**src/rtl/board_serializer.sv**
```systemverilog
// board_serializer: shifts a 4x4 torus seed board into dataPath one cell per
// cycle (cell 0 first), with hold/abort control and a one-cycle done pulse.
// Optional feature: define BOARD_POPCOUNT_EN to add the pop_count output
// (number of live cells written during the current/last transfer).
module board_serializer #(
  parameter int unsigned SIZE  = 16,
  parameter int unsigned SIZE1 = 4
) (
  input  logic             clka,
  input  logic             restart_n,
  input  logic             seed_valid,
  input  logic [SIZE-1:0]  seed_data,
  output logic             seed_ready,
  input  logic             hold,
  input  logic             abort,
  output logic             DataIn,
  output logic [SIZE1-1:0] count,
  output logic             loadData,
  output logic             writeData,
  output logic             readData,
  output logic             busy,
  output logic             done
`ifdef BOARD_POPCOUNT_EN
  ,
  output logic [4:0]       pop_count
`endif
);

  localparam logic [1:0] IDLE = 2'd0;
  localparam logic [1:0] SEND = 2'd1;
  localparam logic [1:0] DONE = 2'd2;

  localparam logic [SIZE1-1:0] LAST_CELL = SIZE1'(SIZE - 1);

  logic [1:0]       state,    nextState;
  logic [SIZE-1:0]  shiftReg, nextShift;
  logic [SIZE1-1:0] cellCnt,  nextCnt;

`ifdef BOARD_POPCOUNT_EN
  localparam int unsigned POPW = 5;
  logic [POPW-1:0] popCnt, nextPop;
`endif

  // State, shift register and cell counter; reset forces IDLE immediately
  always_ff @(posedge clka or negedge restart_n) begin
    if (!restart_n) begin
      state    <= IDLE;
      shiftReg <= '0;
      cellCnt  <= '0;
`ifdef BOARD_POPCOUNT_EN
      popCnt   <= '0;
`endif
    end else begin
      state    <= nextState;
      shiftReg <= nextShift;
      cellCnt  <= nextCnt;
`ifdef BOARD_POPCOUNT_EN
      popCnt   <= nextPop;
`endif
    end
  end

  // Next-state logic: accept in IDLE, shift per written cell, abort wins over hold and completion
  always_comb begin
    nextState = state;
    nextShift = shiftReg;
    nextCnt   = cellCnt;
`ifdef BOARD_POPCOUNT_EN
    nextPop   = popCnt;
`endif
    case (state)
      IDLE: begin
        if (seed_valid) begin
          nextShift = seed_data;
          nextCnt   = '0;
          nextState = SEND;
`ifdef BOARD_POPCOUNT_EN
          nextPop   = '0;
`endif
        end
      end
      SEND: begin
        if (abort) begin
          nextState = IDLE;
          nextShift = '0;
          nextCnt   = '0;
`ifdef BOARD_POPCOUNT_EN
          nextPop   = '0;
`endif
        end else if (!hold) begin
          nextShift = shiftReg >> 1;
          nextCnt   = cellCnt + SIZE1'(1);
`ifdef BOARD_POPCOUNT_EN
          nextPop   = popCnt + POPW'(shiftReg[0]);
`endif
          if (cellCnt == LAST_CELL) begin
            nextState = DONE;
          end
        end
      end
      DONE: begin
        nextState = IDLE;
      end
      default: begin
        nextState = IDLE;
      end
    endcase
  end

  // Output decode; everything toward dataPath is zero outside SEND
  always_comb begin
    seed_ready = 1'b0;
    busy       = 1'b0;
    done       = 1'b0;
    DataIn     = 1'b0;
    count      = '0;
    loadData   = 1'b0;
    writeData  = 1'b0;
    case (state)
      IDLE: seed_ready = 1'b1;
      SEND: begin
        busy      = 1'b1;
        DataIn    = shiftReg[0];
        count     = cellCnt;
        loadData  = 1'b1;
        writeData = ~hold;
      end
      DONE: done = 1'b1;
      default: seed_ready = 1'b0;
    endcase
  end

  // dataPath is only ever loaded by this block, never read
  assign readData = 1'b0;

`ifdef BOARD_POPCOUNT_EN
  assign pop_count = popCnt;
`endif

endmodule

```
**config.mk**
```make
export PLATFORM = sky130hd
export DESIGN_NAME = board_serializer
export DESIGN_NICKNAME = d
export VERILOG_FILES = /design/src/rtl/board_serializer.sv
export SDC_FILE = /design/constraint.sdc
export NUM_CORES = 1
export LEC_CHECK = 0
export ABC_AREA = 1
export BUFFER_PORTS_ARGS = -buffer_cell sky130_fd_sc_hd__buf_2
export CAP_MARGIN = 10
export CORE_ASPECT_RATIO = 2
export CORE_MARGIN = 3
export CORE_UTILIZATION = 45
export DETAILED_ROUTE_END_ITERATION = 7
export GPL_ROUTABILITY_DRIVEN = 0
export PLACE_DENSITY = 0.7
export SETUP_SLACK_MARGIN = 0.3
export SLEW_MARGIN = 20
export SYNTH_ARGS = -nofsm -noshare
export SYNTH_HDL_FRONTEND = slang
export SYNTH_SLANG_ARGS = --single-unit
export TNS_END_PERCENT = 30
```
**constraint.sdc**
```tcl
create_clock -name clka -period 2.5 [get_ports clka]
set_input_delay 0.125 -clock clka [delete_from_list [all_inputs] [get_ports clka]]
set_output_delay 0.125 -clock clka [all_outputs]
set_load 0.05 [all_outputs]
```
==> results of run 1 <==
[power breakdown]
group	internal [mW]	switching (mW)	leakage [nW]	total, mW
sequential	0.489	0.0831	0.283	0.572
clock	0.107	0.107	0.0216	0.214
combinational	0.173	0.441	0.548	0.614
total	0.769	0.631	0.852	1.40
[worst paths after layout]
kind	slack (ps)	startpoint	cells past startpoint	endpoint
worst max-delay path	850	state[1]	4	count[0]
max in group asynchronous	1800	restart_n	2	shiftReg[6]
min in group asynchronous	360	restart_n	2	cellCnt[2]
worst max register to register	880	state[1]	8	cellCnt[3]
worst min-delay path	120	seed_data[15]	3	shiftReg[15]
worst min register to register	480	shiftReg[5]	2	shiftReg[5]
[placed cells by master, fill, tap and decap left out]
| cell | count |
|---|---|
| dlygate4sd3_1 | 1 |
| o21bai_2 | 1 |
| nand3_2 | 1 |
| conb_1 | 1 |
| ha_1 | 1 |
| buf_2 | 30 |
| dfrtp_1 | 22 |
| inv_1 | 9 |
| clkbuf_8 | 3 |
| inv_2 | 3 |
| buf_4 | 1 |
| nand2_2 | 2 |
| xor2_1 | 1 |
| nand3_1 | 3 |
| nor2_2 | 3 |
| nand2_1 | 107 |
| o21ai_2 | 1 |
| o21ai_1 | 4 |
| nor2_4 | 1 |
| nor2_1 | 11 |
[metrics by stage]
step	cells	cell area, um^2	hold WS, ps	util	setup WS, ps
after floorplan	180	1240	-171	-	962
after global placement	230	1360	119	0.524	956
after detailed placement	230	1360	129	0.524	876
after CTS	234	1420	106	0.544	816
after global routing	234	1420	124	0.544	681
final	234	1420	120	0.544	853
[sequential cells by signal (all words and copies together), names as in the netlist]
name	cells
cellCnt	4
shiftReg	16
state	2
[cell families (layout without fill, tap and decap cells)]
kind of cell	after synthesis	after routing	synth area share
and+or+nand+nor	128	128	0.411
DFF	22	22	0.444
buffers and inverters	21	47	0.0927
AOI/OAI and AO/OA	6	6	0.0323
adders and majority gates	1	1	0.0101
other	1	1	0.00302
xor gates and xnor gates	1	1	0.00706
[synthesized netlist by cell type, drive strengths merged]
library cell	instances
nand3	4
o21bai	1
xor2	1
buf	9
nor2	15
ha	1
o21ai	5
inv	12
dfrtp	22
nand2	109
conb	1
[metal layers]
layer	up-vias	share of wire	GRT usage
li1	583	-	-
met1	510	0.42	0.195
met2	23	0.53	0.310
met3	4	0.042	0.0135
met4	0	0.013	0.0725
met5	-	0	0
[final cells by class]
| type | instances | area [um^2] | area share |
|---|---|---|---|
| Clock buffer | 3 | 41.3 | 0.0292 |
| Inverter | 12 | 45.0 | 0.0318 |
| Multi-Input combinational cell | 137 | 576 | 0.407 |
| Sequential cell | 22 | 551 | 0.389 |
| Tap cell | 28 | 35.0 | 0.0248 |
| Timing Repair Buffer | 32 | 168 | 0.118 |
[critical path: stages (launching register included)]
cell	delay, ps
dfrtp_1	430
inv_2	110
nand2_2	260
nor2_1	190
buf_2	280
==> summary.txt, run 1 <==
Outcome
  – Status: complete, no violations

Floorplan
  – Core Area: ~0.0026 mm^2
  – Die height: ~80 um
  – Initial Util: 0.477
  – Die X: ~43 um
  – I/O pins: 32
  – Num rows: 26
  – Die ar.: 0.00346 mm^2

Synthesis
  – Synth Instances: between 150 and 200
  – Synth area leaders: dfrtp_1, nand2_1, nor2_1
  – Post-synth net total: 202
  – Distinct cell type count after synthesis: 19
  – Mapped cell area: ~0.0012 mm^2
  – Mean Syn Cell Area: ~6.9 um^2
  – Register area share after synthesis: 0.444
  – Synthesized flop and latch total: 22
  – YS warnings: 0
  – Largest area contributor in the netlist: dfrtp_1
  – Synth top area share: 0.444

Pwr
  – Static Leakage: 0.852 nW
  – Power Dens Cells: between 900 and 1000 mW/mm^2
  – Worst vdd ir: between 0.5 and 0.6 mV
  – Tot Pwr: 1.40 mW

Routing
  – Avg Vias per Cell: around 4.8
  – Post-Route WL: 2580 um
  – DR iter-0 viols: 33
  – Residual DRC: 0
  – Vias post-DR: roughly 1100
  – DRT Pass-1 Iters: 5
  – DR WL/cell: 11.0 um
  – Post-route ant nets: 0

Timing
  – Final hold violation count: 0
  – Fmax: around 0.61 GHz
  – Setup Total Neg Slack: 0 ps
  – Final Max Tran Viols: 0
  – Final period utilization: 0.659
  – Setup violations, final: 0
  – RSZ-0062 raised after global routing: false
  – Post-layout min period: between 1500 and 2000 ps
  – Least-Margin Pin Slew: between 500 and 600 ps
  – Clk_skew: ~2.2 ps
  – Slew headroom: 0.666

Critical path
  – Endpoint class of the critical path: output pin
  – Worst Path Required: around 2400 ps
  – Worst Setup Path Type: reg2out
  – Worst Path Max Fanout: 23
  – Crit path arrival time: between 1500 and 2000 ps
  – Crit path launch type: flip-flop

CTS
  – Number of clock sinks: 22
  – CTS resizes: 0
  – Root Driver: clkbuf_8
  – CTS tree: built
  – CTS Buf Count: 3
  – Post-CTS setup buffers: 0
  – Hold_buf cts: 1
  – Clock Tree Buf Depth: 2
  – H-tree depth: 1
  – Clock Latency Late Sink: between 200 and 300 ps
  – Reg clk slew, reported paths: around 70 ps

Finish
  – Fin nets: 230
  – Area growth syn-to-layout: 14.0%
  – Fillers: between 200 and 300
  – Antenna cell count: 0
  – Fraction of layout instances using a drive strength above 1: 0.223

Job
  – Max_cap viols: 0

Global route
  – Largest net degree at the start of global routing: 25
  – GRT Residual Overflow: 0
  – Antenna violations before repair: 0
  – Vias in the first global route: 1098
  – First-pass GRT wire length: around 4600 um
  – Global Route Usage Sum: 0.170

Placed design
  – DP Wirelength: 1830 um
  – PortBufs: 30

Min path
  – Hold Path Class: in2reg
Power figures use the tool's default switching activity.
==> run 2, diff against run 1 <==
--- a/config.mk
+++ b/config.mk
@@ -5,7 +5,7 @@
 export SDC_FILE = /design/constraint.sdc
 export NUM_CORES = 1
 export LEC_CHECK = 0
-export ABC_AREA = 1
+export ABC_AREA = 0
 export BUFFER_PORTS_ARGS = -buffer_cell sky130_fd_sc_hd__buf_2
 export CAP_MARGIN = 10
 export CORE_ASPECT_RATIO = 2
@@ -13,7 +13,7 @@
 export CORE_UTILIZATION = 45
 export DETAILED_ROUTE_END_ITERATION = 7
 export GPL_ROUTABILITY_DRIVEN = 0
-export PLACE_DENSITY = 0.7
+export PLACE_DENSITY = 0.69
 export SETUP_SLACK_MARGIN = 0.3
 export SLEW_MARGIN = 20
 export SYNTH_ARGS = -nofsm -noshare
==> constraint.sdc (replaced) <==
create_clock -name clka -period 1.6 [get_ports clka]
set_input_delay 0.08 -clock clka [delete_from_list [all_inputs] [get_ports clka]]
set_output_delay 0.08 -clock clka [all_outputs]
set_load 0.05 [all_outputs]
==> run 2 against run 1 <==
- synthesized cell count down 27%
- worst hold slack lost 48 ps
- global-route usage increased by 3.1 points
- die area up 2.4%
- register-to-register slack lost 710 ps
- non-clock buffer count increased by 19
- wire length is 44% higher
- largest power group is now sequential cells
- via count rose by 9.6%
- first-iteration DRC count decreased by 39%
==> summary.txt, run 2 <==
Outcome
  – Status: complete, no violations

CTS
  – Clock Tree Buf Depth: 2 (unchanged)
  – H-tree depth: 1 (unchanged)
  – CTS tree: built
  – Number of clock sinks: 22 (unchanged)
  – Clock Latency Late Sink: 260 ps (about the same)
  – CTS Buf Count: 3 (unchanged)
  – Root Driver: clkbuf_8
  – Reg clk slew, reported paths: 80 ps (about the same)

Finish
  – Fin nets: 196 (-15%)
  – Top reg by flops: shiftReg
  – Antenna cell count: 0 (unchanged)
  – Max reg flops: 16 (unchanged)
  – Largest regs: shiftReg x16, cellCnt x4, state x2
  – Commonest non-fill, non-tap cell in the layout: a21oi_1
  – Fraction of layout instances using a drive strength above 1: 0.506 (+0.283)
  – Most frequent cells in the layout: a21oi_1, buf_2, dfrtp_1
  – Area growth syn-to-layout: 42.7%
  – Fillers: 209 (-25%)
  – Post-Layout Cell Count: 200 (-15%)

Timing
  – Clk_skew: 2.15 ps (-0.0303 ps)
  – Final period utilization: 0.891
  – Fmax: approximately 0.7 GHz
  – Final Max Tran Viols: 0 (unchanged)
  – Post-layout min period: 1430 ps
  – RSZ-0062 raised after global routing: true
  – Setup violations, final: 0 (unchanged)
  – Least-Margin Pin Slew: 519 ps (+17.9 ps)
  – Setup Total Neg Slack: 0 ps (unchanged)
  – Final hold violation count: 0 (unchanged)
  – Slew headroom: 0.654 (-0.0119)
  – Fin Hold WS: 71.8 ps (-48.3 ps)

Critical path
  – Crit path arrival time: 1580 ps (+60 ps)
  – Critical path, cell by cell: and3b_4 -> nor3_4 -> buf_6 -> mux2_4
  – Worst R2R Start: state[0]
  – Worst Path Max Fanout: 6 (-74%)
  – Critical path's slowest cell: dfrtp_2
  – Critical path buffer and inverter count: 1 (-1)
  – Worst Setup Path Type: reg2reg
  – Crit path launch type: flip-flop
  – Largest stage delay, worst path: 470 ps (+40 ps)
  – R2R Setup Slk: 170 ps (-710 ps)
  – Delay-heaviest family, CP: flip-flops
  – Endpoint class of the critical path: flip-flop
  – Worst Path Required: 1750 ps (-630 ps)
  – Reg2reg end: cellCnt[0]
  – Worst reg2reg path depth: 4 (-4)

Global route
  – Largest net degree at the start of global routing: 23 (-8.0%)
  – Global Route Usage Sum: 0.202 (+0.0312)
  – Vias in the first global route: 1220 (+11%)
  – First-pass GRT wire length: 5490 um (+19%)
  – GRT Residual Overflow: 0 (unchanged)
  – Antenna violations before repair: 0 (unchanged)

Floorplan
  – I/O pins: 32 (unchanged)
  – Initial Util: 0.484 (+0.00693)
  – Die ar.: 0.00355 mm^2 (+2.4%)
  – Die height: 81.3 um (+1.3%)
  – Core Area: 0.00264 mm^2 (+1.2%)
  – Num rows: 26 (unchanged)
  – Die X: 43.6 um (+1.2%)

Routing
  – Post-route ant nets: 0 (unchanged)
  – Vias post-DR: 1228 (+9.6%)
  – Avg Vias per Cell: 6.14 (+28%)
  – Post-Route WL: 3700 um (+44%)
  – DRT Pass-1 Iters: 4 (-1)
  – DR WL/cell: 18.5 um (+68%)
  – DR iter-0 viols: 20 (-39%)
  – Residual DRC: 0 (unchanged)

Synthesis
  – Main combinational cell family by area after synthesis: simple AND/OR/NAND/NOR gates
  – Mean Syn Cell Area: 9.66 um^2 (+40%)
  – YS warnings: 0 (unchanged)
  – Synth area leaders: dfrtp_1, a21oi_1, nor4bb_1
  – Post-synth net total: 154 (-24%)
  – Synth Area in Compound Gates: 0.217 (+0.185)
  – Post-synth EDFFs: 0 (unchanged)
  – Synth top area share: 0.432 (-0.0118)
  – Most common cell in the synthesized netlist: a21oi_1
  – Ys async rst share: 1.00 (unchanged)
  – Multiplexer area fraction after synthesis: 0.0314 (+0.0314)
  – Post-Synth Adder-Cell Area: 0.00981 (-0.000267)
  – Synth Instances: 132 (-27%)
  – Area share of and/or/nand/nor cells after synthesis: 0.238 (-0.173)
  – Register area share after synthesis: 0.432 (-0.0118)
  – Synth Area in XOR/XNOR: 0 (-0.00706)
  – Distinct cell type count after synthesis: 34 (+15)
  – Dominant synthesized flop cell: dfrtp_1
  – Mapped cell area: 0.00127 mm^2 (+2.7%)
  – Synthesized flop and latch total: 22 (unchanged)
  – Commonest cells post-synth: a21oi_1, dfrtp_1, nor4bb_1
  – Largest area contributor in the netlist: dfrtp_1

Pwr
  – Static Leakage: 0.799 nW (-6.3%)
  – Tot Pwr: 1.78 mW (+27%)
  – Worst vdd ir: 0.725 mV (+21%)
  – Power Dens Cells: 980 mW/mm^2 (-0.93%)

Min path
  – Hold endpoint: shiftReg[15]
  – Hold path cells: 2 (-1)
  – Hold Path Class: in2reg
  – Hold Startpoint: seed_data[15]

Job
  – Max_cap viols: 0 (unchanged)

Placed design
  – Inst Count DP: 187 (-19%)
  – DP Wirelength: 2370 um (+30%)
  – PortBufs: 30 (unchanged)
==> run 2: per-layer routing <==
| layer | GRT usage | wire length [um] | up-vias |
|---|---|---|---|
| li1 | - | - | 564 |
| met4 | 0.0876 | 104 | 0 |
| met5 | 0 | 0 | - |
| met2 | 0.348 | 2070 | 56 |
| met3 | 0.0200 | 149 | 11 |
| met1 | 0.245 | 1380 | 597 |
==> run 2: cell type report <==
cell class,instances,area (um^2),share of cell area
Sequential cell,22,553,0.304
Multi-Input combinational cell,93,801,0.440
Timing Repair Buffer,51,374,0.206
Clock buffer,3,41.3,0.0227
Inverter,3,15.0,0.00825
Tap cell,28,35.0,0.0193
==> run 2: report_power, final <==
part | leakage [nW] | switching, mW | internal, mW
Combinational | 0.509 | 0.352 | 0.337
Sequential | 0.269 | 0.0806 | 0.663
Clock | 0.0216 | 0.182 | 0.168
Total | 0.799 | 0.614 | 1.17
==> run 2: worst register-to-register path: stages, from the launching register on <==
cell	delay, ps
dfrtp_2	470
and3b_4	210
nor3_4	170
buf_6	160
mux2_4	300
==> run 2: logic make-up after synthesis <==
logic type / Yosys count
buffers and inverters: 17
and+or+nand+nor: 38
AOI/OAI and AO/OA: 50
adders and majority gates: 1
other: 1
DFF: 22
muxes: 3
==> run 2: repair_timing <==
action | CTS | global route
resized for setup | 14 | 32
hold buffers | 1 | 0
pin swaps | 2 | 8
setup buffers | 6 | 3
endpoints found under the setup margin | 30 | 30
endpoints found under the hold margin | 22 | 0
==> run 2: metrics by stage <==
stage / area [um^2] / setup slack (ps) / util
after floorplan: 1310 / 170 / -
after global placement: 1500 / 147 / 0.567
after detailed placement: 1500 / 132 / 0.567
after CTS: 1630 / 153 / 0.619
after global routing: 1820 / 136 / 0.690
final: 1820 / 174 / 0.690
==> run 2: worst max path at each step <==
stage | cells after the start | end | slack [ps] | start
2_1_floorplan | 3 | cellCnt[0] | 170 | state[1]
3_3_place_gp | 3 | shiftReg[0] | 150 | state[0]
3_5_place_dp | 3 | cellCnt[0] | 130 | state[0]
4_1_cts | 3 | cellCnt[0] | 150 | state[0]
5_1_grt | 4 | shiftReg[0] | 140 | state[0]
6_report | 4 | cellCnt[0] | 170 | state[0]
